$ cat config.mk
export PLATFORM = sky130hd
export DESIGN_NAME = mem_arb_flat
export DESIGN_NICKNAME = d
export VERILOG_FILES = /design/src/rtl/mem_arb_if.sv /design/src/rtl/mem_arb.sv /design/src/flat_wrapper.sv
export SDC_FILE = /design/constraint.sdc
export NUM_CORES = 1
export LEC_CHECK = 0
export BUFFER_PORTS_ARGS = -buffer_cell sky130_fd_sc_hd__buf_4
export CELL_PAD_IN_SITES_DETAIL_PLACEMENT = 0
export CELL_PAD_IN_SITES_GLOBAL_PLACEMENT = 1
export CORE_ASPECT_RATIO = 2
export CORE_UTILIZATION = 37
export DETAILED_ROUTE_END_ITERATION = 10
export PLACE_DENSITY_LB_ADDON = 0.3
export RECOVER_POWER = 25
export SYNTH_ARGS = -nofsm -noshare
export SYNTH_HDL_FRONTEND = slang
export SYNTH_SLANG_ARGS = --single-unit
$ cat constraint.sdc
create_clock -name clk -period 2.5 [get_ports clk]
set_input_delay 0.25 -clock clk [delete_from_list [all_inputs] [get_ports clk]]
set_output_delay 0.25 -clock clk [all_outputs]
set_load 0.005 [all_outputs]
$ cat src/rtl/mem_arb_if.sv
// Bundle of the data-port, fetch-port and memory-side signals around the arbiter.
// slave is the arbiter's view; master is the requesters' and memory's view.
interface mem_arb_if;
  logic        d_req_i;
  logic        d_we_i;
  logic [31:0] d_addr_i;
  logic [31:0] d_wdata_i;
  logic [3:0]  d_be_i;
  logic [31:0] d_rdata_o;
  logic        d_ack_o;

  logic        f_req_i;
  logic [31:0] f_addr_i;
  logic [31:0] f_rdata_o;
  logic        f_ack_o;

  logic        m_req_o;
  logic        m_we_o;
  logic [31:0] m_addr_o;
  logic [31:0] m_wdata_o;
  logic [3:0]  m_be_o;
  logic [31:0] m_rdata_i;
  logic        m_ack_i;

  logic        hold_flag_o;
  logic        err_o;

  modport slave (
    input  d_req_i, d_we_i, d_addr_i, d_wdata_i, d_be_i,
    output d_rdata_o, d_ack_o,
    input  f_req_i, f_addr_i,
    output f_rdata_o, f_ack_o,
    output m_req_o, m_we_o, m_addr_o, m_wdata_o, m_be_o,
    input  m_rdata_i, m_ack_i,
    output hold_flag_o, err_o
  );

  modport master (
    output d_req_i, d_we_i, d_addr_i, d_wdata_i, d_be_i,
    input  d_rdata_o, d_ack_o,
    output f_req_i, f_addr_i,
    input  f_rdata_o, f_ack_o,
    input  m_req_o, m_we_o, m_addr_o, m_wdata_o, m_be_o,
    output m_rdata_i, m_ack_i,
    input  hold_flag_o, err_o
  );
endinterface

$ cat src/rtl/mem_arb.sv
// Single-outstanding arbiter of data and fetch ports onto one memory bus, with fetch anti-starvation and timeout.
// Latency: grant->m_req 1 cycle, m_ack->x_ack 1 cycle; requesters are stalled via hold_flag_o until their ack.
module mem_arb #(
  parameter int STARVE_MAX = 4,
  parameter int TIMEOUT    = 16
) (
  input  logic      clk,
  input  logic      rst_n,
  mem_arb_if.slave  bus
);

  typedef enum logic [1:0] {IDLE, BUSY_D, BUSY_F} state_t;

  localparam int TW = $clog2(TIMEOUT) + 1;

  state_t        state_q, state_d;
  logic [2:0]    starve_cnt;
  logic [TW-1:0] tmo_cnt;
  logic          tmo_exp;
  logic          busy;
  logic          grant_d, grant_f;
  logic          done, abort;

  // The abort edge is the one on which the counter would reach TIMEOUT-1.
  assign tmo_exp = (tmo_cnt == TW'(TIMEOUT - 2));
  assign busy    = (state_q != IDLE);

  always_ff @(posedge clk or negedge rst_n) begin
    if (!rst_n) state_q <= IDLE;
    else        state_q <= state_d;
  end

  always_comb begin
    state_d = state_q;
    case (state_q)
      IDLE: begin
        if (bus.d_req_i && !(bus.f_req_i && starve_cnt == 3'(STARVE_MAX)))
          state_d = BUSY_D;
        else if (bus.f_req_i)
          state_d = BUSY_F;
      end
      BUSY_D, BUSY_F: begin
        if (bus.m_ack_i || tmo_exp) state_d = IDLE;
      end
      default: state_d = IDLE;
    endcase
  end

  always_comb begin
    grant_d = 1'b0;
    grant_f = 1'b0;
    done    = 1'b0;
    abort   = 1'b0;
    case (state_q)
      IDLE: begin
        grant_d = (state_d == BUSY_D);
        grant_f = (state_d == BUSY_F);
      end
      BUSY_D, BUSY_F: begin
        done  = bus.m_ack_i;
        abort = !bus.m_ack_i && tmo_exp;
      end
      default: ;
    endcase
  end

  assign bus.hold_flag_o = (bus.f_req_i & ~bus.f_ack_o) | (bus.d_req_i & ~bus.d_ack_o);

  always_ff @(posedge clk or negedge rst_n) begin
    if (!rst_n) begin
      bus.m_req_o   <= 1'b0;
      bus.m_we_o    <= 1'b0;
      bus.m_addr_o  <= '0;
      bus.m_wdata_o <= '0;
      bus.m_be_o    <= '0;
      bus.d_rdata_o <= '0;
      bus.d_ack_o   <= 1'b0;
      bus.f_rdata_o <= '0;
      bus.f_ack_o   <= 1'b0;
      bus.err_o     <= 1'b0;
      starve_cnt    <= '0;
      tmo_cnt       <= '0;
    end else begin
      bus.d_ack_o <= 1'b0;
      bus.f_ack_o <= 1'b0;
      bus.err_o   <= abort;

      if (grant_d) begin
        bus.m_req_o   <= 1'b1;
        bus.m_we_o    <= bus.d_we_i;
        bus.m_addr_o  <= bus.d_addr_i;
        bus.m_wdata_o <= bus.d_wdata_i;
        bus.m_be_o    <= bus.d_be_i;
      end else if (grant_f) begin
        bus.m_req_o   <= 1'b1;
        bus.m_we_o    <= 1'b0;
        bus.m_addr_o  <= bus.f_addr_i;
        bus.m_wdata_o <= '0;
        bus.m_be_o    <= 4'hF;
      end else if (done || abort) begin
        bus.m_req_o   <= 1'b0;
      end

      if (grant_d || grant_f)           tmo_cnt <= '0;
      else if (busy && !bus.m_ack_i)    tmo_cnt <= tmo_cnt + 1'b1;

      if (grant_f)
        starve_cnt <= '0;
      else if (grant_d && !bus.f_req_i)
        starve_cnt <= '0;
      else if (grant_d && starve_cnt != 3'd7)
        starve_cnt <= starve_cnt + 3'd1;

      // An aborted transaction returns zero data instead of whatever is on the bus.
      if ((done || abort) && state_q == BUSY_D) begin
        bus.d_ack_o   <= 1'b1;
        bus.d_rdata_o <= done ? bus.m_rdata_i : '0;
      end
      if ((done || abort) && state_q == BUSY_F) begin
        bus.f_ack_o   <= 1'b1;
        bus.f_rdata_o <= done ? bus.m_rdata_i : '0;
      end
    end
  end

endmodule

$ cat src/flat_wrapper.sv
// flat-port wrapper written by rule: the top's interface ports become plain ports
module mem_arb_flat 
#(
  parameter int STARVE_MAX = 4,
  parameter int TIMEOUT    = 16
)
  (clk, rst_n, bus_d_req_i, bus_d_we_i, bus_d_addr_i, bus_d_wdata_i, bus_d_be_i, bus_d_rdata_o, bus_d_ack_o, bus_f_req_i, bus_f_addr_i, bus_f_rdata_o, bus_f_ack_o, bus_m_req_o, bus_m_we_o, bus_m_addr_o, bus_m_wdata_o, bus_m_be_o, bus_m_rdata_i, bus_m_ack_i, bus_hold_flag_o, bus_err_o);
  mem_arb_if bus_i ();
  input  logic clk;
  input  logic rst_n;
  input wire logic [$bits(bus_i.d_req_i)-1:0] bus_d_req_i;
  input wire logic [$bits(bus_i.d_we_i)-1:0] bus_d_we_i;
  input wire logic [$bits(bus_i.d_addr_i)-1:0] bus_d_addr_i;
  input wire logic [$bits(bus_i.d_wdata_i)-1:0] bus_d_wdata_i;
  input wire logic [$bits(bus_i.d_be_i)-1:0] bus_d_be_i;
  output wire logic [$bits(bus_i.d_rdata_o)-1:0] bus_d_rdata_o;
  output wire logic [$bits(bus_i.d_ack_o)-1:0] bus_d_ack_o;
  input wire logic [$bits(bus_i.f_req_i)-1:0] bus_f_req_i;
  input wire logic [$bits(bus_i.f_addr_i)-1:0] bus_f_addr_i;
  output wire logic [$bits(bus_i.f_rdata_o)-1:0] bus_f_rdata_o;
  output wire logic [$bits(bus_i.f_ack_o)-1:0] bus_f_ack_o;
  output wire logic [$bits(bus_i.m_req_o)-1:0] bus_m_req_o;
  output wire logic [$bits(bus_i.m_we_o)-1:0] bus_m_we_o;
  output wire logic [$bits(bus_i.m_addr_o)-1:0] bus_m_addr_o;
  output wire logic [$bits(bus_i.m_wdata_o)-1:0] bus_m_wdata_o;
  output wire logic [$bits(bus_i.m_be_o)-1:0] bus_m_be_o;
  input wire logic [$bits(bus_i.m_rdata_i)-1:0] bus_m_rdata_i;
  input wire logic [$bits(bus_i.m_ack_i)-1:0] bus_m_ack_i;
  output wire logic [$bits(bus_i.hold_flag_o)-1:0] bus_hold_flag_o;
  output wire logic [$bits(bus_i.err_o)-1:0] bus_err_o;
  assign bus_i.d_req_i = bus_d_req_i;
  assign bus_i.d_we_i = bus_d_we_i;
  assign bus_i.d_addr_i = bus_d_addr_i;
  assign bus_i.d_wdata_i = bus_d_wdata_i;
  assign bus_i.d_be_i = bus_d_be_i;
  assign bus_d_rdata_o = bus_i.d_rdata_o;
  assign bus_d_ack_o = bus_i.d_ack_o;
  assign bus_i.f_req_i = bus_f_req_i;
  assign bus_i.f_addr_i = bus_f_addr_i;
  assign bus_f_rdata_o = bus_i.f_rdata_o;
  assign bus_f_ack_o = bus_i.f_ack_o;
  assign bus_m_req_o = bus_i.m_req_o;
  assign bus_m_we_o = bus_i.m_we_o;
  assign bus_m_addr_o = bus_i.m_addr_o;
  assign bus_m_wdata_o = bus_i.m_wdata_o;
  assign bus_m_be_o = bus_i.m_be_o;
  assign bus_i.m_rdata_i = bus_m_rdata_i;
  assign bus_i.m_ack_i = bus_m_ack_i;
  assign bus_hold_flag_o = bus_i.hold_flag_o;
  assign bus_err_o = bus_i.err_o;
  mem_arb #(.STARVE_MAX(STARVE_MAX), .TIMEOUT(TIMEOUT)) u_core (.clk(clk), .rst_n(rst_n), .bus(bus_i));
endmodule
==> summary.md <==
| Metric | Value |
|---|---|
| Outcome | complete, but fails checks |
| Failing checks | max-capacitance violations, max-slew violations |
| Post-synthesis async set-or-reset flop share | 100% |
| Vias in the first global route | 5323 |
| Diodes inserted | 0 |
| Relative slew margins | -3.97% |
| Remaining Overflow, GRT | 0 |
| Synth Warn # | 0 |
| Combinational Power Share | 46.7% |
| Pwr dens | 1360 mW/mm² |
| DR WL/cell | 19.5 µm |
| Hold_sp | bus_d_wdata_i[4] |
| R2R setup slack | 0.13 ns |
| Postcts setup bufs | 0 |
| Fin worst setup slack | 0.129 ns |
| Tmin final | 2.37 ns |
| Post-synth top flop | dfrtp_1 |
| Cells after synthesis | 431 |
| Hold depth | 2 |
| Crit path buf inv count | 2 |
| Area leader, netlist | dfrtp_1 |
| Final HPWL DP | 12800 µm |
| CTS tree | built |
| Post-Synthesis Cell Area | 0.00623 mm² |
| CP endpoint kind | flop |
| Cts bufs inserted | 17 |
| Net count after synthesis | 578 |
| Startpoint types | flop |
| Most frequent cell after synthesis | dfrtp_1 |
| Post-synthesis sequential area ratio | 59.0% |
| Nets | 852 |
| TritonCTS Sinks | 147 |
| Fin. Hold Viols | 0 |
| Initial Util | 38.1% |
| Final worst-path cycle share | 94.8% |
| Worst path cell trace | inv_1 -> ha_1 -> nor2b_2 -> a31oi_2 -> o211ai_4 -> buf_12 -> mux2_1 -> mux2_4 |
| Worst EP arrival | 2.67 ns |
| Die Area | 0.0174 mm² |
| Flop pwr share | 32.6% |
| Antenna viol nets, final | 0 |
| Worst r2r src | u_core.state_q[0] |
| Top Ports | 276 |
| Final TNS setup | 0 ns |
| Worst slack, placed | 0.0583 ns |
| Pint | 8.47 mW |
| Worst Max-Slew Pin Slew | 1.56 ns |
| Delay-heaviest family, CP | multiplexers |
| IO Port Bufs | 275 |
| Top post-synthesis cells by area | dfrtp_1, a32o_1, mux2_4, mux2_2, a22o_1 |
| Critical path's slowest cell | dfrtp_2 |
| WP data required | 2.80 ns |
| Post-synth top cells | dfrtp_1, a32o_1, a22o_1 |
| Clock network power share | 20.7% |
| Max Clk Rate | 0.422 GHz |
| Register bit count reported by yosys | 147 |
| Worst r2r dst | u_core.bus.m_addr_o[6] |
| Final Skew | 0.00729 ns |
| Area share of the leading cell type in the synthesized netlist | 59.0% |
| Clk slew on worst S/H paths | 0.06 ns |
| Unique cell type count in the Yosys netlist | 44 |
| Slew Limit Fails | 60 |
| First-pass GRT wire length | 27200 µm |
| Largest net degree at the start of global routing | 65 |
| Vias after detailed routing | 4952 |
| Crit Path Max Fanout | 21 |
| R2R depth | 8 |
| Die width | 93.8 µm |
| EDFF count, synth | 0 |
| Finish-stage setup viols | 0 |
| Max H-tree Level | 4 |
| LEAKAGE | 4.50 nW |
| Clk_lat worst skew | 0.42 ns |
| # rows | 66 |
| Final WL | 18000 µm |
| Hold Crit Class | input port to flop |
| Core ar. | 0.0164 mm² |
| Sink of the worst hold path | u_core.bus.m_wdata_o[4] |
| WS Path Type | flop to flop |
| CP max stage delay | 0.44 ns |
| First-pass DRT Iterations | 5 |
| Initial antenna violation count | 0 |
| Drt via density | 5.37 |
| Clk buf depth | 2 |
| Die H | 186 µm |
| Switch share | 32.4% |
| Layout cells sized above 1 | 54.7% |
| Residual DRC | 0 |
| Unrepaired setup endpoints after global routing | false |
| Routability cong. | 0.788 |
| P_sw | 4.06 mW |
| VDD IR max | 0.572 mV |
| Max-Cap Viols | 1 |
| Drt first-iter violations | 180 |
| CTS root buf | clkbuf_16 |
| Syn avg cell area | 14.5 µm² |
| Gr usage total | 20.5% |
| Layout area overhead | 48.1% |
## flip-flops by register name (all words and copies together) (netlist names)
register / flops
u_core.bus.f_ack_o: 1
u_core.state_q: 2
u_core.bus.m_wdata_o: 32
u_core.bus.f_rdata_o: 32
u_core.starve_cnt: 3
u_core.bus.m_addr_o: 32
u_core.bus.d_ack_o: 1
u_core.tmo_cnt: 5
u_core.bus.d_rdata_o: 32
u_core.bus.err_o: 1
u_core.bus.m_we_o: 1
u_core.bus.m_req_o: 1
u_core.bus.m_be_o: 4
## what timing repair did
item                                    in CTS  in global routing
hold endpoints to repair                    57                  0
endpoints found under the setup margin       0                 32
resized for setup                            0                  4
hold buffers                                 1                  0
## how the worst max path moves through the flow
stage                               from  slack [ns]                      to  cells after the start
floorplan              u_core.state_q[1]        0.30  u_core.bus.m_addr_o[0]                      8
global placement       u_core.state_q[0]        0.12  u_core.bus.m_addr_o[6]                      8
detailed placement     u_core.state_q[0]        0.06  u_core.bus.m_addr_o[6]                      8
CTS                    u_core.state_q[0]        0.05  u_core.bus.m_addr_o[6]                      8
global route        u_core.starve_cnt[0]        0.02  u_core.bus.m_addr_o[7]                      8
finish                 u_core.state_q[0]        0.13  u_core.bus.m_addr_o[6]                      8
## power by group through the flow
stage / clock network (mW) / registers, mW / logic (mW)
after floorplan: 0 / 4.10 / 3.16
after global placement: 0 / 4.05 / 5.67
after detailed placement: 0 / 4.12 / 5.83
after CTS: 2.67 / 4.09 / 5.85
after global routing: 2.76 / 4.21 / 6.30
final: 2.59 / 4.08 / 5.85
## worst reg2reg max path: cells and delay by family (launching register included)
| kind | cells | cell delay [ns] |
|---|---|---|
| buffers and inverters | 2 | 0.36 |
| multiplexers | 2 | 0.58 |
| AO/OA/AOI/OAI | 2 | 0.40 |
| adder cells (fa/ha/maj) | 1 | 0.29 |
| AND/OR/NAND/NOR | 1 | 0.19 |
| flip-flops | 1 | 0.44 |
## per-stage QoR
step           cell area [µm²]  utilization (%)  power, mW  std cells  hold WS [ns]
6_report                  9230             56.5       12.5        922        0.0477
5_1_grt                   9230             56.5       13.3        922        0.0236
4_1_cts                   9200             56.3       12.6        921        0.0196
3_5_place_dp              8590             52.5       9.95        888         0.276
3_3_place_gp              8590             52.5       9.72        888         0.269
2_1_floorplan             6230                -       7.26        431       -0.0456
## metal layers
metal,part of all wire [%],global-route usage [%]
met5,0,0
met4,2.5,8.74
met3,6.9,6.25
met2,55,37.2
met1,36,21.5
## final cells by class
| type | instances | area [µm²] |
|---|---|---|
| Fill cell | 1407 | 7120 |
| Multi-Input combinational cell | 237 | 2360 |
| Clock inverter | 12 | 156 |
| Tap cell | 204 | 255 |
| Sequential cell | 147 | 3680 |
| Clock buffer | 20 | 447 |
| Timing Repair Buffer | 292 | 2290 |
| Inverter | 10 | 37.5 |
## cells in the final DEF (no fill, tap or decap), types with 7 or more instances in the layout
cell       instances
inv_1             10
a32o_1            64
buf_4            279
buf_12             7
ha_1               9
clkbuf_16         18
a22o_1            33
dfrtp_1          146
nor2_1            10
mux2_2            32
nand2_1            7
mux2_4            31
## logic make-up after synthesis
logic type	share of synthesized area, %
buffers and inverters	3.51
xor gates and xnor gates	0.562
DFF	59.0
muxes	13.4
adders and majority gates	1.81
AOI/OAI and AO/OA	18.7
and+or+nand+nor	2.95
No activity file was read; power rests on OpenSTA's default activity.
